[config.mk]
export PLATFORM = sky130hd
export DESIGN_NAME = riscy_mem_responder
export DESIGN_NICKNAME = d
export VERILOG_FILES = /design/src/rtl/riscy_pkg.sv /design/src/rtl/riscy_mem_array.sv /design/src/rtl/riscy_mem_responder.sv
export SDC_FILE = /design/constraint.sdc
export NUM_CORES = 1
export LEC_CHECK = 0
export ABC_CLOCK_PERIOD_IN_PS = 3400
export BUFFER_PORTS_ARGS = -buffer_cell sky130_fd_sc_hd__buf_2
export CAP_MARGIN = 20
export CORE_ASPECT_RATIO = 1.2
export CORE_MARGIN = 2
export CORE_UTILIZATION = 45
export CTS_CLUSTER_DIAMETER = 60
export DETAILED_ROUTE_END_ITERATION = 12
export PLACE_DENSITY = 0.67
export SKIP_CTS_REPAIR_TIMING = 1
export SLEW_MARGIN = 25
export SYNTH_ARGS = -nofsm -noshare
export SYNTH_HDL_FRONTEND = slang
export SYNTH_HIERARCHICAL = 1
export SYNTH_SLANG_ARGS = --single-unit
[constraint.sdc]
create_clock -name CLK -period 3.4 [get_ports CLK]
set_clock_uncertainty 0.1 [all_clocks]
set_input_delay 0 -clock CLK [delete_from_list [all_inputs] [get_ports CLK]]
set_output_delay 0 -clock CLK [all_outputs]
set_load 0.01 [all_outputs]
[src/rtl/riscy_pkg.sv]
// Shared types for the RISCY memory responder: FSM states, op encoding, default widths.
package riscy_pkg;
  localparam int DEF_AW = 5;
  localparam int DEF_DW = 8;

  typedef enum logic [1:0] {IDLE, WAIT, ACKH, RELEASE} mem_state_t;
  typedef enum logic {OP_RD, OP_WR} mem_op_t;
endpackage

[src/rtl/riscy_mem_array.sv]
// 2**AW x DW register file: synchronous write, registered read, async active-low clear.
module riscy_mem_array
  import riscy_pkg::*;
#(
  parameter int AW = DEF_AW,
  parameter int DW = DEF_DW
) (
  input  logic          clk,
  input  logic          rst_n,
  input  logic          we,
  input  logic [AW-1:0] waddr,
  input  logic [DW-1:0] wdata,
  input  logic          re,
  input  logic [AW-1:0] raddr,
  output logic [DW-1:0] rdata
);
  logic [2**AW-1:0][DW-1:0] mem;

  always_ff @(posedge clk or negedge rst_n) begin
    if (!rst_n) begin
      mem   <= '0;
      rdata <= '0;
    end else begin
      if (we) mem[waddr] <= wdata;
      // rdata only moves on a read, so writes leave the last read value visible
      if (re) rdata <= mem[raddr];
    end
  end
endmodule

[src/rtl/riscy_mem_responder.sv]
// Memory-side responder: accepts RD/WR level requests, waits WAIT_STATES cycles,
// completes with a 4-phase ACK handshake against an internal register file.
module riscy_mem_responder
  import riscy_pkg::*;
#(
  parameter int AW          = DEF_AW,
  parameter int DW          = DEF_DW,
  parameter int WAIT_STATES = 2
) (
  input  logic          CLK,
  input  logic          RST,
  input  logic [AW-1:0] ADDR,
  input  logic [DW-1:0] DIN,
  input  logic          RD,
  input  logic          WR,
  output logic [DW-1:0] DOUT,
  output logic          ACK,
  output logic          BUSY,
  output logic          ERR
);
  typedef struct packed {
    mem_op_t       op;
    logic [AW-1:0] addr;
    logic [DW-1:0] data;
  } req_t;

  mem_state_t    state;
  logic [3:0]    cnt;
  req_t          req;
  logic          accept, fire, strobe;
  logic [AW-1:0] m_addr;
  logic [DW-1:0] m_data;
  mem_op_t       m_op;

  assign accept = (state == IDLE) && (RD ^ WR);
  // With zero wait states the access happens on the accept edge itself, so the
  // array is fed from the live inputs instead of the (not yet loaded) latch.
  assign m_addr = (state == IDLE) ? ADDR : req.addr;
  assign m_data = (state == IDLE) ? DIN  : req.data;
  assign m_op   = (state == IDLE) ? (WR ? OP_WR : OP_RD) : req.op;
  assign fire   = (accept && (WAIT_STATES == 0)) || ((state == WAIT) && (cnt == 4'd1));
  assign strobe = (req.op == OP_WR) ? WR : RD;

  riscy_mem_array #(.AW(AW), .DW(DW)) u_array (
    .clk   (CLK),
    .rst_n (RST),
    .we    (fire && (m_op == OP_WR)),
    .waddr (m_addr),
    .wdata (m_data),
    .re    (fire && (m_op == OP_RD)),
    .raddr (m_addr),
    .rdata (DOUT)
  );

  always_ff @(posedge CLK or negedge RST) begin
    if (!RST) begin
      state <= IDLE;
      cnt   <= '0;
      req   <= '0;
      ACK   <= 1'b0;
      BUSY  <= 1'b0;
      ERR   <= 1'b0;
    end else begin
      ERR <= 1'b0;
      case (state)
        IDLE: begin
          if (accept) begin
            req  <= '{op: m_op, addr: ADDR, data: DIN};
            BUSY <= 1'b1;
            cnt  <= 4'(WAIT_STATES);
            if (WAIT_STATES == 0) begin
              state <= ACKH;
              ACK   <= 1'b1;
            end else begin
              state <= WAIT;
            end
          end else if (RD && WR) begin
            ERR <= 1'b1;
          end
        end
        WAIT: begin
          cnt <= cnt - 4'd1;
          if (cnt == 4'd1) begin
            state <= ACKH;
            ACK   <= 1'b1;
          end
        end
        // An initiator that dropped its strobe during WAIT falls straight through here
        ACKH: begin
          if (!strobe) begin
            ACK   <= 1'b0;
            BUSY  <= 1'b0;
            state <= RELEASE;
          end
        end
        RELEASE: state <= IDLE;
        default: state <= IDLE;
      endcase
    end
  end
endmodule

==> results of run 1 <==
[worst max-delay path, delay by kind of cell (launching register included)]
| family | cells | cell delay, ns |
|---|---|---|
| AOI/OAI and AO/OA | 2 | 0.48 |
| adders and majority gates | 1 | 0.26 |
| buffers and inverters | 3 | 0.65 |
| DFF | 1 | 0.36 |
| muxes | 3 | 1.09 |
| and+or+nand+nor | 1 | 0.09 |
[worst min-delay path by stage]
stage                       from               to  slack (ns)  cells past startpoint
final                     DIN[5]           req[5]        0.10                      3
after global routing      DIN[1]           req[1]        0.10                      3
after CTS                    RST  u_array/mem[39]       -0.63                      1
after detailed placement     RST  u_array/mem[39]       -0.04                      1
after global placement       RST  u_array/mem[32]       -0.04                      1
after floorplan              RST              ACK       -0.40                      0
[synthesized netlist by cell type (7+ instances only)]
cell type and number:
nor2_1 7, mux2i_1 131, nor2_2 8, a21oi_1 35, a22oi_1 64, mux2_1 128
mux2_2 163, inv_1 7, clkbuf_1 37, buf_2 14, dfrtp_1 287, nor4_1 8
nor2_4 8, nand2_1 20, buf_4 11, ha_1 7
[layout make-up]
class | instances | area [µm²]
fillers | 2599 | 14300
inverters | 7 | 26.3
flip-flops and latches | 287 | 7180
clock buffers | 46 | 881
clock inverters | 4 | 60.1
repair buffers | 90 | 713
multi-input cells | 629 | 6040
well taps | 390 | 488
[metal layers]
layer / global-route usage [%] / part of all wire [%]
met3: 2.48 / 3.1
met4: 5.41 / 2.0
met2: 34.4 / 50
met1: 28.2 / 45
met5: 0 / 0
[logic make-up after synthesis]
logic type / after synthesis / synth area share, %
multiplexers: 424 / 34.0
flip-flops: 287 / 52.9
AO/OA/AOI/OAI: 110 / 5.39
AND/OR/NAND/NOR: 87 / 4.18
buffers and inverters: 77 / 2.84
adder cells (fa/ha/maj): 7 / 0.645
XOR/XNOR: 1 / 0.0645
[registers in the layout, summed over array words and instances (netlist names)]
register,flops
u_array/mem,256
req,14
u_array/rdata,8
cnt,4
state,2
ACK,1
BUSY,1
ERR,1
[per-stage QoR]
stage / std cells / worst slack (ns) / cell area [µm²] / total power (µW)
floorplan: 993 / 0.667 / 13600 / 7540
global placement: 1385 / 0.302 / 14300 / 9170
detailed placement: 1385 / 0.294 / 14300 / 9230
CTS: 1435 / 0.244 / 15200 / 12400
global route: 1453 / 0.0807 / 15400 / 13000
finish: 1453 / 0.226 / 15400 / 12300
[report_power, final]
group	switching (µW)	internal (µW)	total [µW]	leakage [µW]
registers	249	3860	4110	0.00395
clock network	1310	1840	3150	0.000460
logic	3110	1980	5090	0.00328
[cells in the final DEF (no fill, tap or decap), drive strengths merged, types with 7 or more instances in the layout]
| cell | instances |
|---|---|
| dlygate4sd3 | 18 |
| buf | 72 |
| nor4 | 8 |
| clkbuf | 46 |
| dfrtp | 287 |
| mux2i | 131 |
| a22oi | 64 |
| nand2 | 22 |
| nor2 | 23 |
| inv | 8 |
| ha | 7 |
| a21oi | 35 |
| mux2 | 293 |
==> impl_results.html, run 1 <==
<table>
<tr><th>Metric</th><th>Value</th></tr>
<tr><th colspan="2">Critical path</th></tr>
<tr><td>Worst path required time</td><td>3.74 ns</td></tr>
<tr><td>Crit Path Max Fanout</td><td>52</td></tr>
<tr><td>R2R Setup Slk</td><td>0.23 ns</td></tr>
<tr><td>CP most frequent cell</td><td>buf_4</td></tr>
<tr><td>Startpoint types</td><td>flip-flop</td></tr>
<tr><td>Cell with the biggest individual delay on the critical path</td><td>mux2_8</td></tr>
<tr><td>Reg-to-reg endpoint</td><td>u_array/rdata[7]</td></tr>
<tr><td>FF-to-FF path depth</td><td>10</td></tr>
<tr><td>Worst path arrival time</td><td>3.51 ns</td></tr>
<tr><td>Worst-path cell chain</td><td>inv_1, ha_1, buf_4, mux2_8, buf_4, mux2i_1, a22oi_1, a21oi_1, nor4_1, mux2_2</td></tr>
<tr><td>CP Launch Point</td><td>state[0]</td></tr>
<tr><td>Timing endpoint of the critical path</td><td>u_array/rdata[7]</td></tr>
<tr><td>Crit Path Category</td><td>reg -&gt; reg</td></tr>
<tr><td>Reg2Reg Launch Point</td><td>state[0]</td></tr>
<tr><td>Crit path capture type</td><td>flip-flop</td></tr>
<tr><td>Peak per-stage delay on the critical path</td><td>0.57 ns</td></tr>
<tr><th colspan="2">Synthesis</th></tr>
<tr><td>Number of warnings reported in the yosys synthesis log</td><td>6</td></tr>
<tr><td>Mapped Cells</td><td>993</td></tr>
<tr><td>Top area cells in the synthesized netlist</td><td>dfrtp_1 53%, mux2_2 14%, mux2_1 11%, mux2i_1 9.7%, a22oi_1 3.5%</td></tr>
<tr><td>Post-Syn Area per Cell</td><td>13.7 µm²</td></tr>
<tr><td>Post-Syn Area</td><td>13600 µm²</td></tr>
<tr><td>Sequential fraction of the synthesis area</td><td>52.9%</td></tr>
<tr><td>Number of flops mapped to enable cells by yosys</td><td>0</td></tr>
<tr><td>Most frequently used flop master after synthesis</td><td>dfrtp_1</td></tr>
<tr><td>Distinct cells, synth</td><td>47</td></tr>
<tr><td>Async S/R FF share, synth</td><td>100%</td></tr>
<tr><td>FF+latch count, synth</td><td>287</td></tr>
<tr><td>Top cell type's share of synthesized area</td><td>52.9%</td></tr>
<tr><td>Synthesized Nets</td><td>1017</td></tr>
<tr><td>Area leader, netlist</td><td>dfrtp_1</td></tr>
<tr><th colspan="2">Detailed routing</th></tr>
<tr><td>Number of design rule violations left after detail routing</td><td>0</td></tr>
<tr><td>Number of DRC violations after detailed-routing iteration 0</td><td>363</td></tr>
<tr><td>DR vias</td><td>8176</td></tr>
<tr><td>ANT nets after route</td><td>0</td></tr>
<tr><td>Vias per cell</td><td>5.63</td></tr>
<tr><td>Routed wire length</td><td>31.4 mm</td></tr>
<tr><td>Detailed-router iteration count before antenna repair</td><td>5</td></tr>
<tr><td>Post-DR wirelength/cell</td><td>21.6 µm</td></tr>
<tr><th colspan="2">Power and ir drop</th></tr>
<tr><td>Areal power density over the cells</td><td>802 nW/µm²</td></tr>
<tr><td>Pleak</td><td>0.00770 µW</td></tr>
<tr><td>Maximum VDD drop</td><td>544 µV</td></tr>
<tr><th colspan="2">Global routing</th></tr>
<tr><td>GRT Resource Usage Total</td><td>20.5%</td></tr>
<tr><td>Maximum number of pins on one net before global-route repair</td><td>103</td></tr>
<tr><td>Number of antenna violations at the first check in global routing</td><td>0</td></tr>
<tr><td>Vias in the first global route</td><td>8644</td></tr>
<tr><td>Total gr overflow</td><td>0</td></tr>
<tr><td>Global-route wire length before repair</td><td>50.2 mm</td></tr>
<tr><th colspan="2">Clock network</th></tr>
<tr><td>Clock root buffer master</td><td>clkbuf_16</td></tr>
<tr><td>Clock slew at the register clock pins of the worst setup and hold paths</td><td>0.06 ns</td></tr>
<tr><td>Worst skew pair latency</td><td>0.57 ns</td></tr>
<tr><td>H-tree Lvls</td><td>1</td></tr>
<tr><td>Maximum buffer depth of the clock tree</td><td>3</td></tr>
<tr><td>TritonCTS clock tree</td><td>done</td></tr>
<tr><td>Number of buffers added by the clock tree synthesis step</td><td>30</td></tr>
<tr><td>Sink Count</td><td>287</td></tr>
<tr><th colspan="2">Timing</th></tr>
<tr><td>Setup TNS Final</td><td>0 ns</td></tr>
<tr><td>Maximum frequency from static timing analysis</td><td>315 MHz</td></tr>
<tr><td>Fin. Hold Viols</td><td>0</td></tr>
<tr><td>Worst slack on hold paths</td><td>0.102 ns</td></tr>
<tr><td>Headroom to the max-slew limit</td><td>48.6%</td></tr>
<tr><td>Final worst path period share</td><td>93.4%</td></tr>
<tr><td>Final Max Slew Viols</td><td>0</td></tr>
<tr><td>RSZ-0062 raised after global routing</td><td>false</td></tr>
<tr><td>Pin slew with the least headroom to its limit</td><td>0.771 ns</td></tr>
<tr><td>Min Clock Period, post-route</td><td>3.17 ns</td></tr>
<tr><td>Total setup violations reported at the end of the flow</td><td>0</td></tr>
<tr><th colspan="2">Die</th></tr>
<tr><td>Die Outline Area</td><td>31600 µm²</td></tr>
<tr><td>Number of primary I/O pins</td><td>28</td></tr>
<tr><td>Die boundary height</td><td>194 µm</td></tr>
<tr><td>Initial Util</td><td>45.7%</td></tr>
<tr><td>Die Width</td><td>163 µm</td></tr>
<tr><td>Placement row count</td><td>69</td></tr>
<tr><td>Core area</td><td>29700 µm²</td></tr>
<tr><th colspan="2">Layout</th></tr>
<tr><td>Share of cells above drive strength 1</td><td>29.1%</td></tr>
<tr><td>Number of antenna diodes</td><td>0</td></tr>
<tr><td>Total Nets Final</td><td>1069</td></tr>
<tr><td>Final Core Density</td><td>51.8%</td></tr>
<tr><td>Area growth from synthesis to layout</td><td>13.3%</td></tr>
<tr><th colspan="2">Place</th></tr>
<tr><td>Detailed-placement wirelength estimate</td><td>20.3 mm</td></tr>
<tr><td>Buffers on Ports</td><td>27</td></tr>
<tr><td>RePlAce Congestion</td><td>0.804</td></tr>
<tr><th colspan="2">Job</th></tr>
<tr><td>Max-Cap Viols</td><td>0</td></tr>
<tr><th colspan="2">Worst hold path</th></tr>
<tr><td>Worst hold path class</td><td>in -&gt; reg</td></tr>
<tr><th colspan="2">Run status</th></tr>
<tr><td>Run status</td><td>completed</td></tr>
</table>
(Power assumes the default switching activity.)
==> inputs of run 2 (changes only) <==
- BUFFER_PORTS_ARGS: -buffer_cell sky130_fd_sc_hd__buf_2 -> default
- DONT_BUFFER_PORTS: default -> 1
==> impl_results.html, run 2 (same netlist as run 1, synthesis figures left out) <==
<table>
<tr><th>Metric</th><th>Value</th></tr>
<tr><th colspan="2">Global routing</th></tr>
<tr><td>Vias in the first global route</td><td>8410</td></tr>
<tr><td>Number of antenna violations at the first check in global routing</td><td>0</td></tr>
<tr><td>GRT Resource Usage Total</td><td>19.3%</td></tr>
<tr><td>Global-route wire length before repair</td><td>47.8 mm</td></tr>
<tr><td>Total gr overflow</td><td>0</td></tr>
<tr><td>Maximum number of pins on one net before global-route repair</td><td>288</td></tr>
<tr><th colspan="2">Timing</th></tr>
<tr><td>Total setup violations reported at the end of the flow</td><td>0</td></tr>
<tr><td>Final worst path period share</td><td>93.7%</td></tr>
<tr><td>Min Clock Period, post-route</td><td>3.18 ns</td></tr>
<tr><td>Pin slew with the least headroom to its limit</td><td>0.722 ns</td></tr>
<tr><td>Fin. Hold Viols</td><td>287</td></tr>
<tr><td>Worst slack on hold paths</td><td>-0.935 ns</td></tr>
<tr><td>Final Max Slew Viols</td><td>0</td></tr>
<tr><td>Headroom to the max-slew limit</td><td>51.8%</td></tr>
<tr><td>Maximum frequency from static timing analysis</td><td>314 MHz</td></tr>
<tr><td>RSZ-0062 raised after global routing</td><td>false</td></tr>
<tr><th colspan="2">Die</th></tr>
<tr><td>Die boundary height</td><td>194 µm</td></tr>
<tr><td>Placement row count</td><td>69</td></tr>
<tr><td>Die Width</td><td>163 µm</td></tr>
<tr><td>Initial Util</td><td>45.7%</td></tr>
<tr><td>Die Outline Area</td><td>31600 µm²</td></tr>
<tr><td>Number of primary I/O pins</td><td>28</td></tr>
<tr><td>Core area</td><td>29700 µm²</td></tr>
<tr><th colspan="2">Power and ir drop</th></tr>
<tr><td>Combinational fraction of design power</td><td>39.2%</td></tr>
<tr><td>Total Power</td><td>12300 µW</td></tr>
<tr><td>Clock group share of total power</td><td>27.1%</td></tr>
<tr><td>Sequential group share of total power</td><td>33.7%</td></tr>
<tr><td>Internal power</td><td>7690 µW</td></tr>
<tr><td>Switching share of power</td><td>37.4%</td></tr>
<tr><td>Pleak</td><td>0.00749 µW</td></tr>
<tr><td>Areal power density over the cells</td><td>812 nW/µm²</td></tr>
<tr><td>Switching power</td><td>4600 µW</td></tr>
<tr><td>Maximum VDD drop</td><td>533 µV</td></tr>
<tr><th colspan="2">Clock network</th></tr>
<tr><td>Number of buffers added by the clock tree synthesis step</td><td>30</td></tr>
<tr><td>H-tree Lvls</td><td>1</td></tr>
<tr><td>TritonCTS clock tree</td><td>done</td></tr>
<tr><td>Clock root buffer master</td><td>clkbuf_16</td></tr>
<tr><td>Sink Count</td><td>287</td></tr>
<tr><td>Worst skew pair latency</td><td>0.55 ns</td></tr>
<tr><td>Clock slew at the register clock pins of the worst setup and hold paths</td><td>0.06 ns</td></tr>
<tr><td>Maximum buffer depth of the clock tree</td><td>3</td></tr>
<tr><th colspan="2">Detailed routing</th></tr>
<tr><td>ANT nets after route</td><td>0</td></tr>
<tr><td>Vias per cell</td><td>5.64</td></tr>
<tr><td>Number of DRC violations after detailed-routing iteration 0</td><td>454</td></tr>
<tr><td>DR vias</td><td>7903</td></tr>
<tr><td>Post-DR wirelength/cell</td><td>21.5 µm</td></tr>
<tr><td>Routed wire length</td><td>30.1 mm</td></tr>
<tr><td>Number of design rule violations left after detail routing</td><td>0</td></tr>
<tr><td>Detailed-router iteration count before antenna repair</td><td>4</td></tr>
<tr><th colspan="2">Layout</th></tr>
<tr><td>Largest registers in the final layout</td><td>u_array/mem x256, req x14, u_array/rdata x8</td></tr>
<tr><td>Most frequent standard cell in the layout excluding fill and tap cells</td><td>dfrtp_1</td></tr>
<tr><td>Register name with the most flops</td><td>u_array/mem</td></tr>
<tr><td>Post-route non-filler standard cell count</td><td>1401</td></tr>
<tr><td>Flip-flop count of the largest register after layout</td><td>256</td></tr>
<tr><td>Share of cells above drive strength 1</td><td>26.2%</td></tr>
<tr><td>Total Nets Final</td><td>1013</td></tr>
<tr><td>Area growth from synthesis to layout</td><td>11.4%</td></tr>
<tr><td>Number of antenna diodes</td><td>0</td></tr>
<tr><td>Commonest cells after routing, fill and taps aside</td><td>287 x dfrtp_1, 166 x mux2_2, 131 x mux2i_1</td></tr>
<tr><td>Final Instance Area</td><td>15100 µm²</td></tr>
<tr><th colspan="2">Critical path</th></tr>
<tr><td>Crit Path Max Fanout</td><td>29</td></tr>
<tr><td>Reg-to-reg endpoint</td><td>u_array/mem[80]</td></tr>
<tr><td>Number of buffer and inverter stages on the critical path</td><td>2</td></tr>
<tr><td>Cell with the biggest individual delay on the critical path</td><td>mux2_8</td></tr>
<tr><td>Crit path max-delay family</td><td>multiplexers</td></tr>
<tr><td>R2R Setup Slk</td><td>0.22 ns</td></tr>
<tr><td>Startpoint types</td><td>flip-flop</td></tr>
<tr><td>Reg2Reg Launch Point</td><td>state[0]</td></tr>
<tr><td>Worst path required time</td><td>3.72 ns</td></tr>
<tr><td>Worst path arrival time</td><td>3.50 ns</td></tr>
<tr><td>Worst-path cell chain</td><td>inv_1, ha_1, mux2_8, buf_12, nor2_1, nand2_1, mux2_1</td></tr>
<tr><td>FF-to-FF path depth</td><td>7</td></tr>
<tr><td>Peak per-stage delay on the critical path</td><td>0.52 ns</td></tr>
<tr><td>Crit Path Category</td><td>reg -&gt; reg</td></tr>
<tr><td>Crit path capture type</td><td>flip-flop</td></tr>
<tr><th colspan="2">Place</th></tr>
<tr><td>Placement Cell Area</td><td>14000 µm²</td></tr>
<tr><td>Buffers on Ports</td><td>0</td></tr>
<tr><td>Post-Place Cells</td><td>1332</td></tr>
<tr><td>RePlAce Congestion</td><td>0.770</td></tr>
<tr><td>Detailed-placement wirelength estimate</td><td>18.5 mm</td></tr>
<tr><th colspan="2">Worst hold path</th></tr>
<tr><td>Worst hold path class</td><td>in -&gt; async</td></tr>
<tr><th colspan="2">Run status</th></tr>
<tr><td>Violations in the final reports</td><td>hold timing</td></tr>
<tr><td>Run status</td><td>complete, but fails checks</td></tr>
<tr><th colspan="2">Job</th></tr>
<tr><td>Max-Cap Viols</td><td>0</td></tr>
</table>
run 2: changes by cell type in the layout (fill, tap and decap cells not counted), moves of 3 or more:
cell	delta
dlygate4sd3_1	-3
clkbuf_1	-3
buf_2	-26
buf_12	+3
buf_4	-29
clkinv_2	+6
run 2: stage by stage:
step	hold slack [ns]	TNS (ns)	setup slack, ns	utilization [%]
4_1_cts	-0.967	0	0.247	50.4
3_3_place_gp	-0.378	-0.0631	-0.00947	47.0
3_5_place_dp	-0.380	0	0.274	47.0
5_1_grt	-0.964	0	0.0324	50.9
6_report	-0.935	0	0.216	50.9
2_1_floorplan	-0.396	0	0.667	-
run 2: worst max-delay path by stage:
stage          startpoint               end  cells after the start
6_report         state[0]   u_array/mem[80]                      7
2_1_floorplan    state[0]  u_array/mem[100]                      9
4_1_cts          state[0]   u_array/mem[80]                      7
3_3_place_gp     state[0]   u_array/mem[34]                      6
5_1_grt          state[1]   u_array/mem[87]                     10
3_5_place_dp     state[0]   u_array/mem[80]                      7
run 2: metal layers:
metal	wire (µm)	up-vias	part of all wire, %	GRT usage [%]
li1	-	3624	-	-
met1	13300	4114	44	25.8
met2	14700	122	49	32.1
met3	1300	43	4.3	3.16
met4	768	0	2.5	6.00
met5	0	-	0	0
run 2: final cells by class:
class / instances / area (µm²)
fillers: 2609 / 14600
flip-flops and latches: 287 / 7180
multi-input cells: 629 / 6040
clock buffers: 42 / 867
well taps: 390 / 488
repair buffers: 34 / 380
clock inverters: 12 / 143
inverters: 7 / 26.3
run 2: power by group through the flow:
stage	Sequential (µW)	Combinational, µW	Clock, µW
after detailed placement	4200	4810	0
final	4140	4820	3330
after global placement	4180	4760	0
after floorplan	4100	3440	0
after CTS	4140	4830	3410
after global routing	4200	5190	3550
==> inputs of run 3 (changes only) <==
- BUFFER_PORTS_ARGS: default -> -buffer_cell sky130_fd_sc_hd__buf_2
- CORE_ASPECT_RATIO: 1.2 -> 1.5
- DONT_BUFFER_PORTS: 1 -> default
==> impl_results.html, run 3 (same netlist as run 1, synthesis figures left out) <==
<table>
<tr><th>Metric</th><th>Value</th></tr>
<tr><th colspan="2">Run status</th></tr>
<tr><td>Run status</td><td>complete, but fails checks</td></tr>
<tr><td>Violations in the final reports</td><td>hold timing</td></tr>
<tr><th colspan="2">Detailed routing</th></tr>
<tr><td>Detailed-router iteration count before antenna repair</td><td>4</td></tr>
<tr><td>ANT nets after route</td><td>0</td></tr>
<tr><td>Number of design rule violations left after detail routing</td><td>0</td></tr>
<tr><td>Vias per cell</td><td>5.69</td></tr>
<tr><td>Post-DR wirelength/cell</td><td>22.3 µm</td></tr>
<tr><td>Routed wire length</td><td>32.2 mm</td></tr>
<tr><td>DR vias</td><td>8226</td></tr>
<tr><td>Number of DRC violations after detailed-routing iteration 0</td><td>455</td></tr>
<tr><th colspan="2">Layout</th></tr>
<tr><td>Flip-flop count of the largest register after layout</td><td>256</td></tr>
<tr><td>Area growth from synthesis to layout</td><td>12.7%</td></tr>
<tr><td>Commonest cells after routing, fill and taps aside</td><td>287 x dfrtp_1, 163 x mux2_2, 131 x mux2i_1</td></tr>
<tr><td>Total Nets Final</td><td>1054</td></tr>
<tr><td>Final Core Density</td><td>51.8%</td></tr>
<tr><td>Number of antenna diodes</td><td>0</td></tr>
<tr><td>Share of cells above drive strength 1</td><td>28.5%</td></tr>
<tr><td># fillers</td><td>2578</td></tr>
<tr><td>Most frequent standard cell in the layout excluding fill and tap cells</td><td>dfrtp_1</td></tr>
<tr><td>Register name with the most flops</td><td>u_array/mem</td></tr>
<tr><td>Largest registers in the final layout</td><td>u_array/mem x256, req x14, u_array/rdata x8</td></tr>
<tr><th colspan="2">Critical path</th></tr>
<tr><td>Peak per-stage delay on the critical path</td><td>0.43 ns</td></tr>
<tr><td>Crit path max-delay family</td><td>simple AND/OR/NAND/NOR gates</td></tr>
<tr><td>Crit Path Max Fanout</td><td>19</td></tr>
<tr><td>Crit path capture type</td><td>flip-flop</td></tr>
<tr><td>Startpoint types</td><td>flip-flop</td></tr>
<tr><td>Worst path arrival time</td><td>3.53 ns</td></tr>
<tr><td>Number of buffer and inverter stages on the critical path</td><td>2</td></tr>
<tr><td>Worst path required time</td><td>3.73 ns</td></tr>
<tr><td>Reg2Reg Launch Point</td><td>state[1]</td></tr>
<tr><td>Cell with the biggest individual delay on the critical path</td><td>nor2_1</td></tr>
<tr><td>Crit Path Category</td><td>reg -&gt; reg</td></tr>
<tr><td>CP Launch Point</td><td>state[1]</td></tr>
<tr><td>Worst-path cell chain</td><td>inv_1, ha_1, buf_4, mux2i_1, nor2_1, nand2_1, nor2_1, nand2_1, mux2_2</td></tr>
<tr><th colspan="2">Timing</th></tr>
<tr><td>Total setup violations reported at the end of the flow</td><td>0</td></tr>
<tr><td>Setup TNS Final</td><td>0 ns</td></tr>
<tr><td>Min Clock Period, post-route</td><td>3.20 ns</td></tr>
<tr><td>Fin. Hold Viols</td><td>1</td></tr>
<tr><td>Pin slew with the least headroom to its limit</td><td>0.890 ns</td></tr>
<tr><td>Maximum frequency from static timing analysis</td><td>313 MHz</td></tr>
<tr><td>Worst slack on hold paths</td><td>-0.00612 ns</td></tr>
<tr><td>Headroom to the max-slew limit</td><td>40.7%</td></tr>
<tr><td>Final worst path period share</td><td>94.1%</td></tr>
<tr><td>Final Max Slew Viols</td><td>0</td></tr>
<tr><td>RSZ-0062 raised after global routing</td><td>false</td></tr>
<tr><th colspan="2">Global routing</th></tr>
<tr><td>Maximum number of pins on one net before global-route repair</td><td>113</td></tr>
<tr><td>Number of antenna violations at the first check in global routing</td><td>0</td></tr>
<tr><td>GRT Resource Usage Total</td><td>20.4%</td></tr>
<tr><td>Vias in the first global route</td><td>8689</td></tr>
<tr><td>Global-route wire length before repair</td><td>50.9 mm</td></tr>
<tr><td>Total gr overflow</td><td>0</td></tr>
<tr><th colspan="2">Die</th></tr>
<tr><td>Placement row count</td><td>77</td></tr>
<tr><td>Die boundary height</td><td>217 µm</td></tr>
<tr><td>Number of primary I/O pins</td><td>28</td></tr>
<tr><td>Core area</td><td>29600 µm²</td></tr>
<tr><td>Die Width</td><td>146 µm</td></tr>
<tr><td>Die Outline Area</td><td>31600 µm²</td></tr>
<tr><td>Initial Util</td><td>45.9%</td></tr>
<tr><th colspan="2">Place</th></tr>
<tr><td>Buffers on Ports</td><td>27</td></tr>
<tr><td>RePlAce Congestion</td><td>0.814</td></tr>
<tr><td>Detailed-placement wirelength estimate</td><td>20.9 mm</td></tr>
<tr><th colspan="2">Power and ir drop</th></tr>
<tr><td>Maximum VDD drop</td><td>456 µV</td></tr>
<tr><td>Pleak</td><td>0.00764 µW</td></tr>
<tr><td>Areal power density over the cells</td><td>812 nW/µm²</td></tr>
<tr><th colspan="2">Clock network</th></tr>
<tr><td>Sink Count</td><td>287</td></tr>
<tr><td>Clock root buffer master</td><td>clkbuf_16</td></tr>
<tr><td>H-tree Lvls</td><td>1</td></tr>
<tr><td>Clock slew at the register clock pins of the worst setup and hold paths</td><td>0.06 ns</td></tr>
<tr><td>Number of buffers added by the clock tree synthesis step</td><td>28</td></tr>
<tr><td>Worst skew pair latency</td><td>0.55 ns</td></tr>
<tr><td>TritonCTS clock tree</td><td>done</td></tr>
<tr><td>Maximum buffer depth of the clock tree</td><td>3</td></tr>
<tr><th colspan="2">Worst hold path</th></tr>
<tr><td>Worst hold path class</td><td>in -&gt; async</td></tr>
<tr><th colspan="2">Job</th></tr>
<tr><td>Max-Cap Viols</td><td>0</td></tr>
</table>
run 3: cell types whose count changed in the layout (fill, tap and decap cells not counted), moves of 2 or more:
cell | before | now
buf_4 | 12 | 29
buf_2 | 0 | 26
clkbuf_16 | 31 | 29
mux2_2 | 166 | 163
mux2_1 | 124 | 127
inv_6 | 2 | 0
buf_12 | 7 | 5
run 3: cell type report:
type / count / area, µm² / share of cell area, %
sequential: 287 / 7180 / 46.9
multi-input combinational: 629 / 6040 / 39.4
timing repair buffer: 77 / 623 / 4.07
clock inverter: 10 / 128 / 0.834
inverter: 7 / 26.3 / 0.172
clock buffer: 40 / 817 / 5.34
tap: 395 / 494 / 3.23
run 3: per-stage QoR:
step / total power, µW / worst slack, ns / cells / cell area, µm²
3_3_place_gp: 9220 / 0.284 / 1379 / 14200
2_1_floorplan: 7540 / 0.667 / 993 / 13600
6_report: 12400 / 0.201 / 1445 / 15300
3_5_place_dp: 9290 / 0.217 / 1379 / 14200
5_1_grt: 13000 / 0.0557 / 1445 / 15300
4_1_cts: 12500 / 0.218 / 1429 / 15100
run 3: final timing paths:
| check | endpoint | slack [ns] | depth (start not counted) |
|---|---|---|---|
| setup / recovery | u_array/mem[52] | 0.20 | 9 |
| hold / removal | u_array/mem[141] | -0.006 | 2 |
| setup reg to reg | u_array/mem[52] | 0.20 | 9 |
| hold reg to reg | u_array/mem[162] | 0.38 | 1 |
| max in group asynchronous | u_array/mem[235] | 2.12 | 3 |
| min in group CLK | req[4] | 0.11 | 3 |
run 3: where the power goes:
group	internal (µW)	switching, µW
sequential	3850	255
combinational	1890	3250
clock	1890	1300
run 3: metal layers:
| layer | GRT usage, % | share of wire, % | vias up |
|---|---|---|---|
| li1 | - | - | 3695 |
| met1 | 26.0 | 43 | 4353 |
| met2 | 36.6 | 52 | 131 |
| met3 | 1.93 | 2.7 | 47 |
| met4 | 6.96 | 2.7 | 0 |
| met5 | 0 | 0 | - |
